**src/rtl/spi_peripheral_if.sv**
```systemverilog
// Host-side word interface of the SPI peripheral: TX holding buffer, RX word, status.
interface spi_peripheral_if #(
    parameter int SPI_DATA_WIDTH = 8
);
    logic [SPI_DATA_WIDTH-1:0] tx_data;
    logic                      tx_wr;
    logic                      tx_ready;
    logic [SPI_DATA_WIDTH-1:0] rx_data;
    logic                      rx_valid;
    logic                      rx_ack;
    logic                      busy;

    modport master (
        output tx_data, tx_wr, rx_ack,
        input  tx_ready, rx_data, rx_valid, busy
    );

    modport slave (
        input  tx_data, tx_wr, rx_ack,
        output tx_ready, rx_data, rx_valid, busy
    );
endinterface

```
**src/rtl/spi_peripheral.sv**
```systemverilog
// SPI peripheral oversampled on clk: synchronised pins, MSB-first shift, one-word TX/RX buffering.
// Optional SPI_PERIPHERAL_OVERRUN_EN adds a sticky overrun flag output.
module spi_peripheral #(
    parameter int   SPI_DATA_WIDTH = 8,
    parameter logic CPOL           = 1'b0,
    parameter logic CPHA           = 1'b0
) (
    input  logic clk,
    input  logic async_rst,
    input  logic p_clk,
    input  logic p_sel_n,
    input  logic copi,
    output logic poci,
    output logic poci_oe,
`ifdef SPI_PERIPHERAL_OVERRUN_EN
    output logic overrun,
`endif
    spi_peripheral_if.slave host
);
    localparam int W  = SPI_DATA_WIDTH;
    localparam int CW = $clog2(W);

    typedef enum logic {IDLE, ACTIVE} state_t;
    state_t state_q, state_d;

    logic          sclk_s1, sclk_s2, sclk_s3;
    logic          sel_s1, sel_s2;
    logic          copi_s1, copi_s2;
    logic [1:0]    fill;
    logic          sel_seen;
    logic [W-1:0]  tx_sh, tx_buf, rx_sh, rx_next, rx_q;
    logic          tx_full, rx_vld_q, poci_q;
    logic [CW-1:0] bit_cnt;
    logic          lead, trail, sample, shift, run, last, load, start, abort;

    // sel_seen only sets once the synchroniser holds real pin history, so a select
    // already low when reset releases is not mistaken for a falling edge.
    always_ff @(posedge clk or posedge async_rst) begin
        if (async_rst) begin
            sclk_s1  <= CPOL;
            sclk_s2  <= CPOL;
            sclk_s3  <= CPOL;
            sel_s1   <= 1'b1;
            sel_s2   <= 1'b1;
            copi_s1  <= 1'b0;
            copi_s2  <= 1'b0;
            fill     <= 2'b00;
            sel_seen <= 1'b0;
        end else begin
            sclk_s1  <= p_clk;
            sclk_s2  <= sclk_s1;
            sclk_s3  <= sclk_s2;
            sel_s1   <= p_sel_n;
            sel_s2   <= sel_s1;
            copi_s1  <= copi;
            copi_s2  <= copi_s1;
            fill     <= {fill[0], 1'b1};
            sel_seen <= sel_seen | (fill[1] & sel_s2);
        end
    end

    assign lead    = (sclk_s2 != CPOL) && (sclk_s3 == CPOL);
    assign trail   = (sclk_s2 == CPOL) && (sclk_s3 != CPOL);
    assign sample  = CPHA ? trail : lead;
    assign shift   = CPHA ? lead : trail;
    assign run     = (state_q == ACTIVE) && !sel_s2;
    assign last    = run && sample && (bit_cnt == CW'(W - 1));
    assign load    = start || last;
    assign rx_next = {rx_sh[W-2:0], copi_s2};

    always_ff @(posedge clk or posedge async_rst) begin
        if (async_rst) state_q <= IDLE;
        else           state_q <= state_d;
    end

    always_comb begin
        state_d   = state_q;
        start     = 1'b0;
        abort     = 1'b0;
        poci_oe   = 1'b0;
        host.busy = 1'b0;
        case (state_q)
            IDLE: begin
                if (sel_seen && !sel_s2) begin
                    state_d = ACTIVE;
                    start   = 1'b1;
                end
            end
            ACTIVE: begin
                poci_oe   = 1'b1;
                host.busy = 1'b1;
                if (sel_s2) begin
                    state_d = IDLE;
                    abort   = 1'b1;
                end
            end
            default: state_d = IDLE;
        endcase
    end

    // In mode CPHA=0 the trailing edge that follows a word's last sample must not
    // shift, because the next word's MSB has just been loaded onto poci.
    always_ff @(posedge clk or posedge async_rst) begin
        if (async_rst) begin
            tx_sh   <= '0;
            tx_buf  <= '0;
            tx_full <= 1'b0;
            poci_q  <= 1'b0;
        end else begin
            if (load) begin
                tx_sh   <= tx_full ? tx_buf : '0;
                tx_full <= 1'b0;
            end else if (run && shift && (CPHA || (bit_cnt != '0))) begin
                poci_q <= tx_sh[W-1];
                tx_sh  <= {tx_sh[W-2:0], 1'b0};
            end
            if (host.tx_wr && !tx_full) begin
                tx_buf  <= host.tx_data;
                tx_full <= 1'b1;
            end
        end
    end

    always_ff @(posedge clk or posedge async_rst) begin
        if (async_rst) begin
            rx_sh    <= '0;
            bit_cnt  <= '0;
            rx_q     <= '0;
            rx_vld_q <= 1'b0;
        end else begin
            if (abort) begin
                rx_sh   <= '0;
                bit_cnt <= '0;
            end else if (run && sample) begin
                rx_sh   <= rx_next;
                bit_cnt <= last ? '0 : bit_cnt + 1'b1;
            end
            if (last) begin
                rx_q     <= rx_next;
                rx_vld_q <= 1'b1;
            end else if (host.rx_ack) begin
                rx_vld_q <= 1'b0;
            end
        end
    end

`ifdef SPI_PERIPHERAL_OVERRUN_EN
    always_ff @(posedge clk or posedge async_rst) begin
        if (async_rst)                                overrun <= 1'b0;
        else if (last && rx_vld_q && !host.rx_ack)    overrun <= 1'b1;
        else if (host.rx_ack)                         overrun <= 1'b0;
    end
`endif

    assign host.tx_ready = !tx_full;
    assign host.rx_data  = rx_q;
    assign host.rx_valid = rx_vld_q;
    assign poci          = poci_oe ? (CPHA ? poci_q : tx_sh[W-1]) : 1'b0;
endmodule

```
**src/flat_wrapper.sv**
```systemverilog
// flat-port wrapper written by rule: the top's interface ports become plain ports
module spi_peripheral_flat 
#(
    parameter int   SPI_DATA_WIDTH = 8,
    parameter logic CPOL           = 1'b0,
    parameter logic CPHA           = 1'b0
)
  (clk, async_rst, p_clk, p_sel_n, copi, poci, poci_oe, host_tx_data, host_tx_wr, host_rx_ack, host_tx_ready, host_rx_data, host_rx_valid, host_busy);
  spi_peripheral_if #(.SPI_DATA_WIDTH(SPI_DATA_WIDTH)) host_i ();
  input  logic clk;
  input  logic async_rst;
  input  logic p_clk;
  input  logic p_sel_n;
  input  logic copi;
  output logic poci;
  output logic poci_oe;
  input wire logic [$bits(host_i.tx_data)-1:0] host_tx_data;
  input wire logic [$bits(host_i.tx_wr)-1:0] host_tx_wr;
  input wire logic [$bits(host_i.rx_ack)-1:0] host_rx_ack;
  output wire logic [$bits(host_i.tx_ready)-1:0] host_tx_ready;
  output wire logic [$bits(host_i.rx_data)-1:0] host_rx_data;
  output wire logic [$bits(host_i.rx_valid)-1:0] host_rx_valid;
  output wire logic [$bits(host_i.busy)-1:0] host_busy;
  assign host_i.tx_data = host_tx_data;
  assign host_i.tx_wr = host_tx_wr;
  assign host_i.rx_ack = host_rx_ack;
  assign host_tx_ready = host_i.tx_ready;
  assign host_rx_data = host_i.rx_data;
  assign host_rx_valid = host_i.rx_valid;
  assign host_busy = host_i.busy;
  spi_peripheral #(.SPI_DATA_WIDTH(SPI_DATA_WIDTH), .CPOL(CPOL), .CPHA(CPHA)) u_core (.clk(clk), .async_rst(async_rst), .p_clk(p_clk), .p_sel_n(p_sel_n), .copi(copi), .poci(poci), .poci_oe(poci_oe), .host(host_i));
endmodule
```
**config.mk**
```make
export PLATFORM = sky130hd
export DESIGN_NAME = spi_peripheral_flat
export DESIGN_NICKNAME = d
export VERILOG_FILES = /design/src/rtl/spi_peripheral_if.sv /design/src/rtl/spi_peripheral.sv /design/src/flat_wrapper.sv
export SDC_FILE = /design/constraint.sdc
export NUM_CORES = 1
export LEC_CHECK = 0
export CAP_MARGIN = 20
export CORE_ASPECT_RATIO = 1.25
export CORE_UTILIZATION = 50
export DETAILED_ROUTE_END_ITERATION = 6
export MAX_ROUTING_LAYER = met4
export PLACE_DENSITY = 0.86
export SETUP_SLACK_MARGIN = 0.2
export SKIP_CTS_REPAIR_TIMING = 1
export SLEW_MARGIN = 5
export SYNTH_ARGS = -nofsm -noshare
export SYNTH_HDL_FRONTEND = slang
export SYNTH_SLANG_ARGS = --single-unit
```
**constraint.sdc**
```tcl
create_clock -name clk -period 2.7 [get_ports clk]
set_clock_uncertainty 0.2 [all_clocks]
set_input_delay 0.54 -clock clk [delete_from_list [all_inputs] [get_ports clk]]
set_output_delay 0.54 -clock clk [all_outputs]
set_load 0.01 [all_outputs]
```
==> out/qor.csv, run 1 <==
metric,value,unit
status,"complete, but fails checks",
violations,design-rule violations,
cts_sinks,47,
wl_met3,142,um
synth_nets,166,
critPathArrivalTime,1.61,ns
yosysMostFrequentCell,dfrtp_1,
multi_input_area,693,um2
post-route-drc-count,2,
vdd_ir_drop_max,0.000439,V
power,1620,uW
synth_edf_count,0,
cts_buffers,5,
coreArea,0.00378,mm2
yosys_warnings,0,
min_from,u_core.sel_s1,
wl_met2,1780,um
fin_cells,231,
dieArea,0.00418,mm2
cp_slowest_stage_delay,0.59,ns
numPortBuffers,27,
root_buffer,clkbuf_8,
setup_tns,0,ns
seq_area,0.00118,mm2
setup_violations,0,
max_freq,426,MHz
crit_chain,"and2_1, clkdlybuf4s50_1",
fp.dieW,58.1,um
drv_cap,0,
die_h,72.1,um
grt_pass1_wl,6070,um
synthesis.area,0.00196,mm2
critical_path_required,1.96,ns
setup_slack,0.351,ns
ys_ff_latch,47,
place_area,0.00227,mm2
htreeDepth,2,
worstSetupStartpointType,register,
finalMaxSlewViolations,0,
crit_path_end_kind,output pin,
placedCellCount,223,
fin_crit_sh,0.870,
io_pins,28,
synth_cell_types,34,
highest_layer,met4,
criticalPathCategory,register to output pin,
synth_area_leaders,"dfrtp_1 (57%), mux2_2 (8.6%), a22o_1 (3.6%), a221oi_1 (3.1%), dfstp_2 (2.7%)",
ys.flop_type,dfrtp_1,
hold_viol_final,0,
area_delta_synth_final,21.7,%
insertion_delay,0.30,ns
ys_top_cells_by_count,"dfrtp_1 (45), mux2_2 (15), o21ai_0 (9)",
r2r_slack,0.75,ns
ant_nets,0,
nets,194,
drt-initial-drc-count,39,
start_util,0.519,
clk_pin_slew,0.09,ns
leakage,0.00104,uW
post_drt_wl_per_cell,15.2,um
whs_path_depth,0,
grt_max_degree,27,
clockBufferDepth,2,
grt_pass1_vias,1333,
post-dp-hpwl,2520,um
n_fill_cell,299,
synth_top_area_cell,dfrtp_1,
synthCells,148,
async_flop_share,1.00,
viasPerCell,5.60,
finalCriticalPeriod,2.35,ns
slew_headroom,0.460,
min_to,u_core.sel_s2,
p_per_area,676,mW/mm2
place_ws,0.673,ns
routed_wl,3510,um
synth_area_per_cell,13.3,um2
worstRegToRegCells,5,
critPathMaxFanout,13,
slowest_stage,dfrtp_1,
final_area,0.00239,mm2
overflow,0,
min_path_type,register to register,
post_route_cells_drive_above_1_share,0.175,
dr.pass1.iters,6,
m1WireLength,1510,um
r2r_start,u_core.bit_cnt[1],
place.gp.congestion,0.821,
rows,25,
cts_tree,yes,
timing.rr.end,u_core.tx_full,
num_vias,1293,
synth_top_area_frac,0.573,
worstMarginPinSlew,0.805,ns
track_usage,0.198,
rsz0062_at_grt,no,
antenna_found_initial,0,
ys_seq_area_frac,0.600,
diodes,0,
## cell type report
type                            count  share of cell area
Sequential cell                    47               0.493
Multi-Input combinational cell     84               0.290
Timing Repair Buffer               30               0.128
Clock buffer                        5              0.0288
Tap cell                           54              0.0283
Clock inverter                      3              0.0194
Inverter                            8              0.0126
## flip-flops by register name, summed over array words and instances (netlist names), 2 cells and up
name	flops
u_core.bit_cnt	3
u_core.host.rx_data	8
u_core.tx_sh	8
u_core.tx_buf	8
u_core.fill	2
u_core.rx_sh	7
## cell families (layout without fill, tap and decap cells)
family	count (synthesis)	in the layout	synth area share
compound gates	39	39	0.141
simple gates	24	24	0.0924
flops	47	47	0.600
buf+inv	17	46	0.0471
other cells	1	1	0.00191
mux	17	17	0.0987
fa+ha+maj	3	3	0.0191
## worst max-delay path: cells and delay by family (launching register included)
kind,cells,cell delay [ns]
flip-flops,1,0.59
AND/OR/NAND/NOR,1,0.20
buffers and inverters,1,0.53
## metrics by stage
stage                util  hold slack [ns]
floorplan               -            0.131
global placement    0.601            0.132
detailed placement  0.601            0.136
CTS                 0.631            0.161
global route        0.631            0.167
finish              0.631            0.160
## where the power goes
group | internal, uW | switching [uW] | leakage [uW] | total, uW
logic | 128 | 97.3 | 0.000401 | 225
registers | 805 | 70.8 | 0.000586 | 875
clock network | 279 | 237 | 0.0000548 | 516
total | 1210 | 405 | 0.00104 | 1620
## worst max path at each step
stage | end | cells after the start | slack [ns] | startpoint
after global placement | poci | 2 | 0.71 | u_core.state_q
after floorplan | u_core.bit_cnt[0] | 1 | 0.85 | async_rst
after global routing | poci | 2 | 0.25 | u_core.state_q
after CTS | poci | 2 | 0.34 | u_core.state_q
final | poci | 2 | 0.35 | u_core.state_q
after detailed placement | poci | 2 | 0.67 | u_core.state_q
## metal layers
layer / global-route usage / vias up
li1: - / 597
met1: 0.238 / 653
met2: 0.315 / 36
met3: 0.0481 / 7
met4: 0.0899 / 0
met5: - / -
## placed cells by master (no fill, tap or decap), types with 5 or more instances in the layout
| master | instances |
|---|---|
| dfrtp_1 | 45 |
| o21ai_0 | 9 |
| clkdlybuf4s50_1 | 27 |
| a221oi_1 | 7 |
| nand3_1 | 7 |
| inv_1 | 7 |
| mux2_2 | 15 |
| clkbuf_8 | 5 |
| a31oi_1 | 7 |
| a22o_1 | 8 |
Note: power is estimated with default switching activity, not from simulation.
==> inputs of run 2 (changes only) <==
--- a/config.mk
+++ b/config.mk
@@ -7,10 +7,11 @@
 export LEC_CHECK = 0
 export CAP_MARGIN = 20
 export CORE_ASPECT_RATIO = 1.25
-export CORE_UTILIZATION = 50
+export CORE_UTILIZATION = 30
 export DETAILED_ROUTE_END_ITERATION = 6
+export DONT_BUFFER_PORTS = 1
 export MAX_ROUTING_LAYER = met4
-export PLACE_DENSITY = 0.86
+export PLACE_DENSITY = 0.56
 export SETUP_SLACK_MARGIN = 0.2
 export SKIP_CTS_REPAIR_TIMING = 1
 export SLEW_MARGIN = 5
==> run 2 against run 1 <==
Effect of this change: the flow now finishes without violations; sequential power rose by 0.7%; first-iteration DRC count rose to 4.9 times the previous value; sequential share of layout area rose by 6.3 points; total power fell by 8.3%; critical path type is now register to register; largest cell class unchanged.
==> out/qor.csv, run 2 (synthesis results as in run 1) <==
metric,value,unit,change
status,completed,,
slowest_stage,dfrtp_1,,
r2r_start,u_core.bit_cnt[0],,
cts_tree,yes,,
crit_start,u_core.bit_cnt[0],,
overflow,0,,unchanged
area_delta_synth_final,7.96,%,
htreeDepth,2,,unchanged
place_ws,0.742,ns,+0.0690 ns
root_buffer,clkbuf_8,,
min_path_type,primary input to register,,
drv_cap,0,,unchanged
min_from,p_sel_n,,
critPathArrivalTime,1.95,ns,+0.34 ns
rsz0062_at_grt,no,,
placedCellCount,227,,+1.8%
path_buf_inv,0,,-1
diodes,0,,unchanged
place.gp.congestion,0.837,,+1.9%
crit_path_end_kind,register,,
numPortBuffers,0,,-100%
vdd_ir_drop_max,0.000249,V,-43%
setup_violations,0,,unchanged
post_drt_wl_per_cell,14.7,um,-3.0%
multi_input_area,693,um2,unchanged
crit_chain,"ha_1, ha_1, nand4b_4, a21o_1, a21o_1",,
n_fill_cell,640,,+110%
hold_viol_final,0,,unchanged
fin_cells,235,,+1.7%
post-dp-hpwl,2400,um,-4.9%
coreArea,0.00625,mm2,+65%
antenna_found_initial,0,,unchanged
clockBufferDepth,2,,unchanged
finalCriticalPeriod,1.96,ns,-0.386 ns
cp_slowest_stage_delay,0.40,ns,-0.19 ns
max_freq,509,MHz,+20%
worstMarginPinSlew,0.755,ns,-0.0509 ns
final_area,0.00212,mm2,-11%
cts_sinks,47,,unchanged
setup_slack,0.737,ns,+0.386 ns
dieArea,0.00688,mm2,+64%
grt_pass1_wl,5840,um,-3.6%
leakage,0.000926,uW,-11%
slew_headroom,0.496,,+0.0362
track_usage,0.115,,-0.0831
r2r_slack,0.74,ns,about the same
final_cell_mix,"dfrtp_1 (45), mux2_2 (15), o21ai_0 (9)",,
drt-initial-drc-count,193,,+390%
fin_crit_sh,0.727,,-0.143
io_pins,28,,unchanged
finalMaxSlewViolations,0,,unchanged
viasPerCell,4.99,,-11%
criticalPathCategory,register to register,,
cts_buffers,5,,unchanged
post-route-drc-count,0,,-2
rows,32,,+28%
clk_pin_slew,0.09,ns,about the same
fp.dieW,74.4,um,+28%
ant_nets,0,,unchanged
nets,167,,-14%
start_util,0.315,,-0.205
insertion_delay,0.29,ns,about the same
die_h,92.5,um,+28%
setup_tns,0,ns,unchanged
final_common_cell,dfrtp_1,,
grt_max_degree,48,,+78%
post_route_cells_drive_above_1_share,0.200,,+0.0249
place_area,0.00203,mm2,-11%
postLayoutCoreUtil,0.340,,-0.292
p_per_area,699,mW/mm2,+3.3%
seq_area,0.00118,mm2,unchanged
critical_path_required,2.69,ns,+0.73 ns
num_vias,1173,,-9.3%
crit_family,compound AO/OA/AOI/OAI gates,,
grt_pass1_vias,1211,,-9.2%
critPathMaxFanout,9,,-4
worstSetupStartpointType,register,,
dr.pass1.iters,4,,-2
routed_wl,3460,um,-1.3%
==> run 2: cell count changes in the layout (fill, tap and decap cells not counted), sizes merged <==
| cell | delta |
|---|---|
| bufinv | -1 |
| clkinv | +2 |
| inv | -1 |
| clkinvlp | -1 |
| clkdlybuf4s50 | -27 |
| clkbuf | +1 |
==> run 2: final timing paths <==
| check | endpoint | cells past startpoint |
|---|---|---|
| hold / removal | u_core.sel_s1 | 0 |
| max in group asynchronous | u_core.tx_buf[6] | 2 |
| setup reg to reg | u_core.tx_full | 5 |
| setup / recovery | u_core.tx_full | 5 |
| hold reg to reg | u_core.sclk_s2 | 0 |
| min in group asynchronous | u_core.sclk_s1 | 2 |
==> run 2: metal layers <==
metal,share of wire,global-route usage,vias up
met3,0.062,0.0392,2
met5,0,-,-
met4,0.0049,0.0362,0
met2,0.48,0.169,39
li1,-,-,541
met1,0.46,0.149,591
==> run 2: worst reg2reg max path, cell delays in order (launching register included) <==
cell      delay [ns]
dfrtp_1         0.40
ha_1            0.16
ha_1            0.36
nand4b_4        0.20
a21o_1          0.33
a21o_1          0.21
==> run 2: area by class of cell <==
type / count / share of cell area
Clock inverter: 2 / 0.00826
Inverter: 8 / 0.0142
Timing Repair Buffer: 3 / 0.0106
Multi-Input combinational cell: 84 / 0.327
Tap cell: 85 / 0.0501
Sequential cell: 47 / 0.556
Clock buffer: 6 / 0.0342
==> run 2: report_power, final <==
| group | switching [uW] | internal (uW) | total, uW |
|---|---|---|---|
| registers | 75.8 | 805 | 881 |
| clock network | 230 | 186 | 416 |
| logic | 92.8 | 92.6 | 185 |
| total | 399 | 1080 | 1480 |
==> run 2: stage by stage <==
step | hold WS (ns) | power (uW)
floorplan | 0.131 | 1030
global placement | 0.132 | 1070
detailed placement | 0.135 | 1080
CTS | 0.0205 | 1500
global route | 0.00510 | 1560
finish | 0.0316 | 1480
==> inputs of run 3 (changes only) <==
--- a/config.mk
+++ b/config.mk
@@ -11,7 +11,7 @@
 export DETAILED_ROUTE_END_ITERATION = 6
 export DONT_BUFFER_PORTS = 1
 export MAX_ROUTING_LAYER = met4
-export PLACE_DENSITY = 0.56
+export PLACE_DENSITY = 0.57
 export SETUP_SLACK_MARGIN = 0.2
 export SKIP_CTS_REPAIR_TIMING = 1
 export SLEW_MARGIN = 5
==> constraint.sdc (replaced) <==
create_clock -name clk -period 1.6 [get_ports clk]
set_clock_uncertainty 0.2 [all_clocks]
set_input_delay 0.32 -clock clk [delete_from_list [all_inputs] [get_ports clk]]
set_output_delay 0.32 -clock clk [all_outputs]
set_load 0.01 [all_outputs]
==> run 3 against run 2 <==
Effect of this change: the run now ends with negative setup slack left; combinational power rose to 2.7 times the previous value; wire length up 21%; cell count up 16%; maximum frequency up 16%; largest cell class unchanged.
==> out/qor.csv, run 3 (synthesis results as in run 1) <==
metric,value,unit,change
p_clk_frac,0.308,,+0.027
io_pins,28,,unchanged
worstMarginPinSlew,0.500,ns,-0.254 ns
path_buf_inv,1,,+1
nets,204,,+22%
final_area,0.00267,mm2,+26%
post-dp-hpwl,2660,um,+11%
ant_nets,0,,unchanged
vdd_ir_drop_max,0.000670,V,+170%
grt_pass1_wl,6180,um,+5.8%
routed_wl,4200,um,+21%
setup_violations,14,,+14
post_route_cells_drive_above_1_share,0.396,,+0.196
status,"complete, but fails checks",,
root_buffer,clkbuf_8,,
max_freq,589,MHz,+16%
post_drt_wl_per_cell,15.4,um,+4.9%
violations,negative setup slack,,
final_cell_mix,"dfrtp_1 (44), dlygate4sd3_1 (13), buf_4 (13)",,
hold_viol_final,0,,unchanged
leakage,0.00115,uW,+24%
slew_headroom,0.666,,+0.170
place_area,0.00219,mm2,+7.7%
p_per_area,1080,mW/mm2,+54%
critPathMaxFanout,8,,-1
p_comb_frac,0.175,,+0.050
grt_pass1_vias,1286,,+6.2%
numPortBuffers,0,,unchanged
critical_path_required,1.61,ns,-1.08 ns
p_seq_frac,0.518,,-0.076
p_sw_frac,0.257,,-0.0122
cts_buffers,5,,unchanged
setup_tns,-0.534,ns,-0.534 ns
place.gp.congestion,0.799,,-4.5%
finalCriticalPeriod,1.70,ns,-0.267 ns
slowest_stage,dfstp_2,,
grt_max_degree,36,,-25%
diodes,0,,unchanged
switchingPower,737,uW,+85%
min_path_type,register to register,,
insertion_delay,0.29,ns,about the same
overflow,0,,unchanged
power,2870,uW,+94%
fp.dieW,74.4,um,unchanged
coreArea,0.00625,mm2,unchanged
cp_slowest_stage_delay,0.54,ns,+0.14 ns
intPower,2130,uW,+97%
htreeDepth,2,,unchanged
worstSetupStartpointType,register,,
final_common_cell,dfrtp_1,,
clockBufferDepth,2,,unchanged
crit_chain,"buf_4, nand4bb_1, o21ai_0, a31oi_1",,
viasPerCell,5.11,,+2.3%
drt-initial-drc-count,97,,-50%
finalMaxSlewViolations,0,,unchanged
crit_family,flip-flops,,
post-route-drc-count,0,,unchanged
clk_pin_slew,0.08,ns,about the same
dieArea,0.00688,mm2,unchanged
criticalPathCategory,register to register,,
start_util,0.315,,unchanged
crit_path_end_kind,register,,
cts_sinks,47,,unchanged
track_usage,0.122,,+0.00690
area_delta_synth_final,35.7,%,
num_vias,1389,,+18%
critPathArrivalTime,1.70,ns,-0.25 ns
rows,32,,unchanged
setup_slack,-0.0965,ns,-0.833 ns
die_h,92.5,um,unchanged
antenna_found_initial,0,,unchanged
cts_tree,yes,,
drv_cap,0,,unchanged
dr.pass1.iters,5,,+1
rsz0062_at_grt,yes,,
fin_crit_sh,1.06,,+0.333
==> run 3: cell count changes in the layout (fill, tap and decap cells not counted), sizes merged <==
| cell | delta |
|---|---|
| a21o | +1 |
| buf | +21 |
| bufinv | +1 |
| clkinv | -2 |
| clkinvlp | +1 |
| dlygate4sd3 | +13 |
| nand2 | +1 |
| nand4b | +1 |
==> run 3: layer usage <==
layer  global-route usage  wire [um]  up-vias
met5                    -          0        -
met4               0.0582        117        0
met2                0.188       2180       59
li1                     -          -      620
met3               0.0413        230       14
met1                0.141       1680      696
==> run 3: path summary, 6_finish.rpt <==
check | startpoint | endpoint | slack (ns) | cells after the start
max | u_core.sel_s2 | u_core.tx_sh[6] | -0.1 | 4
min | u_core.sclk_s1 | u_core.sclk_s2 | 0.15 | 0
max reg2reg | u_core.sel_s2 | u_core.tx_sh[6] | -0.1 | 4
min reg2reg | u_core.sclk_s1 | u_core.sclk_s2 | 0.15 | 0
max in group asynchronous | async_rst | u_core.sel_s2 | 0.41 | 3
min in group asynchronous | async_rst | u_core.host.rx_data[4] | 0.26 | 2
==> run 3: cell type report <==
type                       instances  area [um2]
fill                             599        3580
sequential                        47        1180
multi-input combinational         87         862
timing repair buffer              37         363
tap                               85         106
clock buffer                       6        82.6
inverter                           8        36.3
clock inverter                     2        35.0
==> run 3: power by group through the flow <==
| stage | combinational [uW] | clock, uW | sequential [uW] |
|---|---|---|---|
| CTS | 390 | 915 | 1460 |
| floorplan | 294 | 0 | 1440 |
| finish | 502 | 883 | 1490 |
| detailed placement | 389 | 0 | 1490 |
| global placement | 369 | 0 | 1480 |
| global route | 551 | 971 | 1500 |
==> run 3: metrics by stage <==
stage / hold WS, ns / std cells / setup slack [ns] / utilization
after CTS: -0.359 / 250 / -0.113 / 0.369
after floorplan: 0.124 / 148 / -0.0513 / -
after global placement: -0.0358 / 242 / -0.0204 / 0.350
final: 0.153 / 272 / -0.0965 / 0.427
after global routing: 0.166 / 272 / -0.171 / 0.427
after detailed placement: -0.0299 / 242 / -0.0796 / 0.350
==> RTL edit: new RTL, settings of run 1 <==
`CPHA` is set to 1'b0 in 2 places; all go to 1'b1.
--- a/src/rtl/spi_peripheral.sv
+++ b/src/rtl/spi_peripheral.sv
@@ -5,3 +5,3 @@
     parameter logic CPOL           = 1'b0,
-    parameter logic CPHA           = 1'b0
+    parameter logic CPHA           = 1'b1
 ) (
--- a/src/flat_wrapper.sv
+++ b/src/flat_wrapper.sv
@@ -5,3 +5,3 @@
     parameter logic CPOL           = 1'b0,
-    parameter logic CPHA           = 1'b0
+    parameter logic CPHA           = 1'b1
 )
Behaviour: not the same (Yosys sat finds a counterexample within 10 cycles, from zero or initial values and one cycle with async_rst high).
==> RTL edit against run 1 <==
  * The flow still finishes with violations (DRC)
  * Power rose by 1.4%
  * Critical path depth did not move
  * Sequential cell count rose by 1
  * Largest power group unchanged
  * Sequential share of layout area rose by 2.3 points
  * Wire length fell by 6.2%
  * Count of clock-buffer cells in the layout rose by 2
  * Final area fell by 2.4%
  * Worst setup slack improved by 51 ps
  * Largest cell class unchanged
  * Maximum frequency rose by 2.2%
  * Synthesized area fell by 3.4%
  * First-iteration DRC count fell by 10%
  * Register-to-register slack got worse by 100 ps
  * Highest routed layer unchanged
==> RTL edit: results (changes against run 1) <==
status = finished with violations
failing checks = DRC
post-synthesis sequential area ratio = 63.46% (+3.5 points)
P_int = 1.247 mW (+3.0%)
static leakage = 1.097 nW (+5.4%)
Synth Instances = 144 (-2.7%)
share of cells above drive strength 1 = 15.34% (-2.2 points)
ant diodes = 0 (unchanged)
YS warnings = 0 (unchanged)
metal3 WL = 119 um (-16%)
largest net degree at the start of global routing = 49 (+81%)
Slew HR = 48.82% (+2.9 points)
CP top delay family = flip-flops
vias in the first global route = 1247 (-6.5%)
global-route wire length before repair = 5.685 mm (-6.3%)
Largest stage delay, worst path = 540 ps (-50 ps)
drt total wl = 3.289 mm (-6.2%)
H-tree Lvls = 2 (unchanged)
Worst-path clk slew = 80 ps
Iteration-0 DRC Markers = 35 (-10%)
top cells by area, synth = dfrtp_1 (61%), mux2_2 (6.5%), a22o_1 (3.7%), inv_1 (3.2%), dfstp_2 (2.8%)
post-synthesis async set-or-reset flop share = 100.0% (unchanged)
wl on met1 = 1.364 mm (-9.4%)
initial antenna violation count = 0 (unchanged)
WP data arrival = 1560 ps (-50 ps)
Layout Nets = 192 (-1.0%)
Setup WS pre-CTS = 646.6 ps (-25.90 ps)
Routed WL per cell = 15.30 um (+0.76%)
Critical Path Fanout Max = 12 (-1)
clk root buf = clkbuf_8
Distinct cells, synth = 34 (unchanged)
DP HPWL = 2.350 mm (-6.8%)
vias per cell = 5.693 (+1.7%)
peak supply drop = 0.5930 mV (+35%)
placed instance count = 207 (-7.2%)
Tot GR Track Use = 19.68% (-0.14 points)
clk_lat worst skew = 310 ps
Remaining DRCs = 9 (+7)
WL met2 = 1.722 mm (-3.2%)
DR top layer = met4
Clock Path Buffers = 2 (unchanged)
Pre-antenna DRT Iters = 6 (unchanged)
Max stage delay cell, worst path = dfrtp_1
Synth top cells by count = dfrtp_1 (46), inv_1 (16), mux2_2 (11)
Mapped Nets = 161 (-3.0%)
Hold Crit Class = flip-flop to flip-flop
CTS Buf Count = 5 (unchanged)
routability-driven placement congestion ratio = 0.8057 (-1.9%)
I/O Buffers = 27 (unchanged)
[RTL edit: path summary, 6_finish.rpt]
path | cells past startpoint | slack [ps] | end | from
worst max-delay path | 2 | 400 | poci | u_core.state_q
worst min-delay path | 0 | 150 | u_core.sclk_s2 | u_core.sclk_s1
worst max register to register | 5 | 650 | u_core.host.rx_data[5] | u_core.bit_cnt[0]
worst min register to register | 0 | 150 | u_core.sclk_s2 | u_core.sclk_s1
max in group asynchronous | 3 | 1410 | u_core.fill[0] | async_rst
min in group asynchronous | 3 | 480 | u_core.host.rx_data[2] | async_rst
[RTL edit: cell families (layout without fill, tap and decap cells)]
logic type | count (synthesis) | after routing | synth area share (%)
AO/OA/AOI/OAI | 35 | 35 | 13.85
adder cells (fa/ha/maj) | 2 | 2 | 1.319
other | 1 | 1 | 0.1977
flip-flops | 48 | 48 | 63.46
multiplexers | 14 | 14 | 8.114
buffers and inverters | 22 | 54 | 4.815
AND/OR/NAND/NOR | 22 | 22 | 8.246
[RTL edit: layer usage]
metal | track usage (%) | vias up
li1 | - | 566
met1 | 22.04 | 622
met2 | 32.55 | 28
met3 | 3.839 | 8
met4 | 11.38 | 0
met5 | - | -
[RTL edit: area by class of cell]
class                      instances  area [sq um]
fill                             297          1210
sequential                        48          1204
multi-input combinational         74         601.8
timing repair buffer              30         292.8
clock buffer                       7         96.34
inverter                          16         60.06
tap                               39         48.80
clock inverter                     1         30.03
[RTL edit: metrics by stage]
step | power (mW) | hold slack (ps) | cell area, sq um
floorplan | 1.011 | 131.2 | 1897
global placement | 1.077 | 134.2 | 2207
detailed placement | 1.094 | 137.3 | 2207
CTS | 1.651 | 155.3 | 2333
global route | 1.709 | 166.0 | 2333
finish | 1.638 | 151.1 | 2333
[RTL edit: power by group through the flow]
stage / combinational [mW] / sequential, mW / clock [mW]
floorplan: 0.141 / 0.870 / 0
global placement: 0.191 / 0.886 / 0
detailed placement: 0.200 / 0.893 / 0
CTS: 0.203 / 0.880 / 0.568
global route: 0.229 / 0.890 / 0.590
finish: 0.199 / 0.880 / 0.559
